**src/rtl/lsb_embed.sv**
```systemverilog
// ---------------------------------------------------------------------------
// lsb_embed
//   LSB-steganography embedding stage between the image reader and the .bmp
//   writer. Each even/odd RGB888 pixel pair that arrives with hsync_in gets
//   up to six message bits written into its colour-byte LSBs. The bits go in
//   the order R0, G0, B0, R1, G1, B1. The pair is forwarded one cycle later
//   with a matching hsync_out.
//
// Ports
//   HCLK, HRESET                clock (rising edge), async active-high reset
//   hsync_in                    one pixel pair valid per asserted cycle
//   DATA_{R,G,B}{0,1}_in        even/odd pixel colour bytes
//   msg_valid/msg_data/msg_last message byte stream, MSB embedded first
//   msg_ready                   byte accepted when msg_valid && msg_ready
//   hsync_out                   hsync_in delayed by one cycle
//   DATA_{R,G,B}{0,1}_out       embedded pixel pair
//   bits_embedded               saturating count of bits written into pixels
//   embed_done                  sticky, final byte fully embedded
//   underrun                    sticky, pair seen with fewer than 6 bits buffered
//   overflow                    sticky, frame ended before the message did
// ---------------------------------------------------------------------------
module lsb_embed #(
  parameter int WIDTH  = 768,
  parameter int HEIGHT = 512,
  parameter int CNT_W  = 22
) (
  input  logic             HCLK,
  input  logic             HRESET,
  input  logic             hsync_in,
  input  logic [7:0]       DATA_R0_in,
  input  logic [7:0]       DATA_G0_in,
  input  logic [7:0]       DATA_B0_in,
  input  logic [7:0]       DATA_R1_in,
  input  logic [7:0]       DATA_G1_in,
  input  logic [7:0]       DATA_B1_in,
  input  logic             msg_valid,
  input  logic [7:0]       msg_data,
  input  logic             msg_last,
  output logic             msg_ready,
  output logic             hsync_out,
  output logic [7:0]       DATA_R0_out,
  output logic [7:0]       DATA_G0_out,
  output logic [7:0]       DATA_B0_out,
  output logic [7:0]       DATA_R1_out,
  output logic [7:0]       DATA_G1_out,
  output logic [7:0]       DATA_B1_out,
  output logic [CNT_W-1:0] bits_embedded,
  output logic             embed_done,
  output logic             underrun,
  output logic             overflow
);

  localparam int PAIRS = WIDTH * HEIGHT / 2;

  typedef enum logic [1:0] {IDLE, EMBED, DRAIN, DONE} state_t;

  state_t           state, state_nxt;
  logic [15:0]      buf_q, buf_nxt;
  logic [4:0]       buf_cnt, cnt_nxt;
  logic [CNT_W-1:0] pair_cnt;

  logic             frame_done;
  logic             accept;
  logic             consume_en;
  logic             underrun_hit;
  logic [2:0]       k;
  logic [4:0]       remain;
  logic [15:0]      buf_shift;
  logic [CNT_W:0]   bits_sum;
  logic [7:0]       pix_in  [6];
  logic [7:0]       pix_emb [6];

  // Once PAIRS pairs have gone by the frame is over: the buffer freezes and
  // every later pair passes straight through.
  assign frame_done = (pair_cnt == CNT_W'(PAIRS));

  // State register
  always_ff @(posedge HCLK or posedge HRESET) begin
    if (HRESET) state <= IDLE;
    else        state <= state_nxt;
  end

  // Next-state logic
  always_comb begin
    state_nxt = state;
    case (state)
      IDLE:    if (accept) state_nxt = msg_last ? DRAIN : EMBED;
      EMBED:   if (accept && msg_last) state_nxt = DRAIN;
      DRAIN:   if (cnt_nxt == 5'd0) state_nxt = DONE;
      DONE:    state_nxt = DONE;
      default: state_nxt = IDLE;
    endcase
  end

  // FSM outputs. msg_ready is gated by HRESET directly so that it reads 0
  // during reset, even though the reset state would otherwise allow a byte.
  always_comb begin
    msg_ready    = 1'b0;
    consume_en   = 1'b0;
    underrun_hit = 1'b0;
    case (state)
      IDLE: msg_ready = !HRESET && !frame_done && (buf_cnt <= 5'd8);
      EMBED: begin
        msg_ready    = !HRESET && !frame_done && (buf_cnt <= 5'd8);
        consume_en   = hsync_in && !frame_done;
        underrun_hit = hsync_in && !frame_done && (buf_cnt < 5'd6);
      end
      DRAIN:   consume_en = hsync_in && !frame_done;
      default: ;
    endcase
  end

  assign accept = msg_valid && msg_ready;

  // Bit buffer update. The next-to-embed bit sits at buf_q[15]. Consumed
  // bits are shifted out at the top. A new byte is placed directly behind
  // the bits that remain, so its MSB follows the older bits.
  always_comb begin
    k = 3'd0;
    if (consume_en) k = (buf_cnt >= 5'd6) ? 3'd6 : buf_cnt[2:0];
    buf_shift = buf_q << k;
    remain    = buf_cnt - {2'b00, k};
    buf_nxt   = buf_shift;
    cnt_nxt   = remain;
    if (accept) begin
      buf_nxt = buf_shift | ({msg_data, 8'h00} >> remain);
      cnt_nxt = remain + 5'd8;
    end
  end

  // Only the first k channels take a message bit. The remaining channels,
  // and all upper bits, pass through untouched.
  always_comb begin
    pix_in[0] = DATA_R0_in;
    pix_in[1] = DATA_G0_in;
    pix_in[2] = DATA_B0_in;
    pix_in[3] = DATA_R1_in;
    pix_in[4] = DATA_G1_in;
    pix_in[5] = DATA_B1_in;
    for (int i = 0; i < 6; i++) begin
      pix_emb[i] = pix_in[i];
      if (3'(i) < k) pix_emb[i] = {pix_in[i][7:1], buf_q[15-i]};
    end
  end

  assign bits_sum = {1'b0, bits_embedded} + (CNT_W+1)'(k);

  // Datapath registers, counters and sticky status flags
  always_ff @(posedge HCLK or posedge HRESET) begin
    if (HRESET) begin
      buf_q         <= '0;
      buf_cnt       <= '0;
      pair_cnt      <= '0;
      hsync_out     <= 1'b0;
      DATA_R0_out   <= '0;
      DATA_G0_out   <= '0;
      DATA_B0_out   <= '0;
      DATA_R1_out   <= '0;
      DATA_G1_out   <= '0;
      DATA_B1_out   <= '0;
      bits_embedded <= '0;
      embed_done    <= 1'b0;
      underrun      <= 1'b0;
      overflow      <= 1'b0;
    end else begin
      buf_q     <= buf_nxt;
      buf_cnt   <= cnt_nxt;
      hsync_out <= hsync_in;
      if (hsync_in) begin
        DATA_R0_out <= pix_emb[0];
        DATA_G0_out <= pix_emb[1];
        DATA_B0_out <= pix_emb[2];
        DATA_R1_out <= pix_emb[3];
        DATA_G1_out <= pix_emb[4];
        DATA_B1_out <= pix_emb[5];
        bits_embedded <= bits_sum[CNT_W] ? '1 : bits_sum[CNT_W-1:0];
        if (!frame_done) pair_cnt <= pair_cnt + 1'b1;
        if (!frame_done && (pair_cnt == CNT_W'(PAIRS - 1)) && (state_nxt != DONE))
          overflow <= 1'b1;
      end
      if (underrun_hit) underrun <= 1'b1;
      if (state_nxt == DONE) embed_done <= 1'b1;
    end
  end

endmodule

```
**config.mk**
```make
export PLATFORM = sky130hd
export DESIGN_NAME = lsb_embed
export DESIGN_NICKNAME = d
export VERILOG_FILES = /design/src/rtl/lsb_embed.sv
export SDC_FILE = /design/constraint.sdc
export NUM_CORES = 1
export LEC_CHECK = 0
export CAP_MARGIN = 15
export CELL_PAD_IN_SITES_DETAIL_PLACEMENT = 1
export CELL_PAD_IN_SITES_GLOBAL_PLACEMENT = 1
export CORE_MARGIN = 1
export CORE_UTILIZATION = 43
export DETAILED_ROUTE_END_ITERATION = 10
export PLACE_DENSITY_LB_ADDON = 0.1
export SLEW_MARGIN = 5
export SYNTH_ARGS = -nofsm -noshare
export SYNTH_HDL_FRONTEND = slang
export SYNTH_SLANG_ARGS = --single-unit
```
**constraint.sdc**
```tcl
create_clock -name HCLK -period 6.6 [get_ports HCLK]
set_input_delay 0.66 -clock HCLK [delete_from_list [all_inputs] [get_ports HCLK]]
set_output_delay 0.66 -clock HCLK [all_outputs]
set_load 0.01 [all_outputs]
```
==> summary.txt <==
Synthesis
  • Yosys warnings: 0
  • Ys flop type: dfrtp_1
  • EDFF count, synth: 0
  • Top post-synthesis cells by area: dfrtp_1 (49%), mux2_2 (9.2%), xnor2_1 (4.3%)
  • Synth area leader: dfrtp_1
  • Asr flop ratio synth: 1.00
  • Register area share after synthesis: 0.485
  • Yosys cell types: 61
  • Cells after Synth: 575
  • Syn nets: 650
  • Synth Area per Inst: 10.7 um^2
  • Register bit total from synthesis: 119
  • Syn Std Cell Area: 0.00614 mm^2
  • Post-synth top area share: 0.485
  • Count leader, synth: dfrtp_1
  • Synth top cells by count: dfrtp_1 (119), nand2_1 (53), mux2_2 (50)

Drt
  • Number of DRC markers in iteration 0: 434
  • Final WL: 17,300 um
  • Drc violations: 0
  • Antenna Nets Post-Route: 0
  • Detailed Routing Iterations Pass 1: 4
  • DR vias: 5,132
  • Via density: 5.70
  • Routed len/inst: 19.2 um

Layout
  • Layout cells sized above 1: 0.146
  • Layout area overhead: 34.2%
  • Fin nets: 783
  • # diodes: 0
  • Fillers: 1,516

Floorplan
  • Chip Height: 121 um
  • Initial Util: 0.442
  • Core ar.: 0.0139 mm^2
  • Die Wd: 121 um
  • Die ar.: 0.0148 mm^2
  • Row count: 43
  • # IOs: 136

Clock network
  • Setup bufs post-CTS: 0
  • Clock root buffer: clkbuf_16
  • Clock latency on the worst-skew pair: 0.42 ns
  • CTS clk-pin slew, worst paths: 0.05 ns
  • Hold Buf Count CTS: 0
  • Max clock buf depth: 2
  • H-tree Lvls: 4
  • # clock sinks: 119
  • Post-CTS Resized: 0
  • Clock buffer count from CTS: 17
  • Clock tree from TritonCTS: done

Flow run
  • Max-Cap Viols: 0

Worst setup path
  • Worst Setup Start Kind: flip-flop
  • Delay-heaviest family, CP: adder cells
  • Setup Crit Path Kind: reg -> reg
  • Cells on worst reg2reg path: 13
  • Worst r2r dst: buf_q[9]
  • Crit-path cells: inv_1 > ha_1 > nor4b_2 > nand4_4 > o2111ai_2 > nor2_2 > ha_1 > inv_1 > fa_1 > mux2_2 > o21ai_0 > mux2i_1 > a221o_1
  • R2r setup slk: 2.14 ns
  • Worst EP arrival: 4.76 ns
  • Worst r2r src: pair_cnt[0]
  • CP required: 6.90 ns
  • Crit path max-delay cell type: fa_1
  • CP Buf/Inv Count: 2
  • CP peak stage delay: 0.81 ns
  • Largest fanout on the critical path: 13
  • Critical path endpoint category: flip-flop

STA
  • Final period util: 0.675
  • Final Hold Vio Count: 0
  • Fin. max-slew vios: 0
  • Final Setup Violations: 0
  • Slew @ Worst Pin: 0.925 ns
  • Skew final: 0.00905 ns
  • Fmax: 224 MHz
  • Min Tclk post-route: 4.46 ns
  • Setup tns final: 0 ns
  • RSZ-0062 raised after global routing: false
  • PnR worst setup slack: 2.14 ns
  • Rel. slew slack: 0.383

Status
  • Status: complete, no violations

GRT
  • Grt ovf: 0
  • Largest net degree at the start of global routing: 74
  • Initial antenna violation count: 0
  • First-pass GRT wire length: 28,300 um
  • All-layer global routing usage: 0.251
  • Vias in the first global route: 5,457

Worst hold path
  • Destination of the worst hold path: underrun
  • Worst hold-check path type: reg -> reg
  • Min-delay src: underrun
  • Hold depth: 1

Power and ir drop
  • Leakage: 3.44 nW
  • VDD IR max: 0.205 mV
  • P per Cell Area: 398 mW/mm^2

Placed design
  • Buffers on Ports: 135
  • Post-DP HPWL: 11,900 um
  • Placer Congestion: 0.884
  • Dpl ws: 2.17 ns
## per-stage QoR
step | hold slack [ns] | power [mW] | area [um^2] | util | instances
final | 0.470 | 3.28 | 8240 | 0.593 | 900
after global routing | 0.494 | 3.47 | 8240 | 0.593 | 900
after CTS | 0.475 | 3.28 | 8230 | 0.593 | 899
after detailed placement | 0.463 | 2.29 | 7620 | 0.549 | 868
after global placement | 0.450 | 2.24 | 7620 | 0.549 | 868
after floorplan | 0.446 | 1.88 | 6140 | - | 575
## placed cells by master, fill, tap and decap left out, types with 3 or more instances in the layout
cell,netlist,routed
clkdlybuf4s50_1,0,134
dfrtp_1,119,119
nand2_1,53,53
mux2_2,50,50
nand3_1,46,46
nor2_1,32,32
xnor2_1,30,30
a21oi_1,23,23
clkbuf_16,0,17
o21ai_1,16,16
mux2i_1,15,15
inv_1,15,14
o22ai_1,13,13
ha_1,12,12
or3_1,11,11
o21ai_0,9,9
xor2_1,9,9
nand4_1,8,8
o211ai_1,8,8
a31oi_1,6,6
nor3_1,5,5
and3_1,5,5
nor2b_1,5,5
a21o_1,4,4
nand2b_1,4,4
and4_1,4,4
clkbuf_8,0,4
mux2_1,3,3
nor4_4,3,3
a211oi_1,3,3
bufinv_16,0,3
clkinv_2,0,3
buf_4,0,3
## cell type report
class	instances	area, um^2	share of cell area
Tap cell	180	225	0.0273
Timing Repair Buffer	139	1370	0.167
Multi-Input combinational cell	414	2990	0.362
Clock inverter	8	120	0.0146
Sequential cell	119	2980	0.362
Inverter	17	66.3	0.00805
Clock buffer	23	488	0.0592
## power by group
group	switching, mW	leakage [nW]	internal (mW)
clock network	0.328	0.295	0.629
logic	0.733	1.69	0.548
registers	0.155	1.46	0.884
total	1.22	3.44	2.06
## worst register-to-register path: cells and delay by family, from the launching register on
| family | cells | cell delay [ns] |
|---|---|---|
| DFF | 1 | 0.40 |
| and+or+nand+nor | 3 | 0.96 |
| adders and majority gates | 3 | 1.27 |
| AOI/OAI and AO/OA | 3 | 1.00 |
| muxes | 2 | 0.59 |
| buffers and inverters | 2 | 0.13 |
## registers in the layout, summed over array words and instances, names as in the netlist, 2 cells and up
| signal | count |
|---|---|
| DATA_G1_out | 8 |
| DATA_R1_out | 8 |
| buf_cnt | 5 |
| bits_embedded | 22 |
| state | 2 |
| pair_cnt | 22 |
| DATA_G0_out | 8 |
| buf_q | 16 |
| DATA_B0_out | 8 |
| DATA_R0_out | 8 |
| DATA_B1_out | 8 |
## metal layers
layer	global-route usage	part of all wire	up-vias
li1	-	-	2334
met1	0.314	0.42	2585
met2	0.411	0.50	174
met3	0.0653	0.058	39
met4	0.105	0.021	0
met5	0	0	-
## worst max path at each step
stage / startpoint / endpoint / slack [ns] / depth (start not counted)
3_5_place_dp: pair_cnt[0] / buf_q[9] / 2.17 / 13
2_1_floorplan: HRESET / DATA_B0_out[0] / 2.78 / 1
4_1_cts: pair_cnt[0] / buf_q[9] / 2.16 / 13
3_3_place_gp: pair_cnt[0] / buf_q[9] / 2.38 / 13
6_report: pair_cnt[0] / buf_q[9] / 2.14 / 13
5_1_grt: pair_cnt[0] / buf_q[9] / 1.92 / 13
## logic make-up (layout without fill, tap and decap cells)
group / after synthesis / in the layout / synth area share
mux: 68 / 68 / 0.122
simple gates: 188 / 188 / 0.163
fa+ha+maj: 14 / 14 / 0.0310
xor+xnor: 39 / 39 / 0.0557
buf+inv: 42 / 187 / 0.0283
flops: 119 / 119 / 0.485
compound gates: 105 / 105 / 0.115
(Power assumes the default switching activity.)
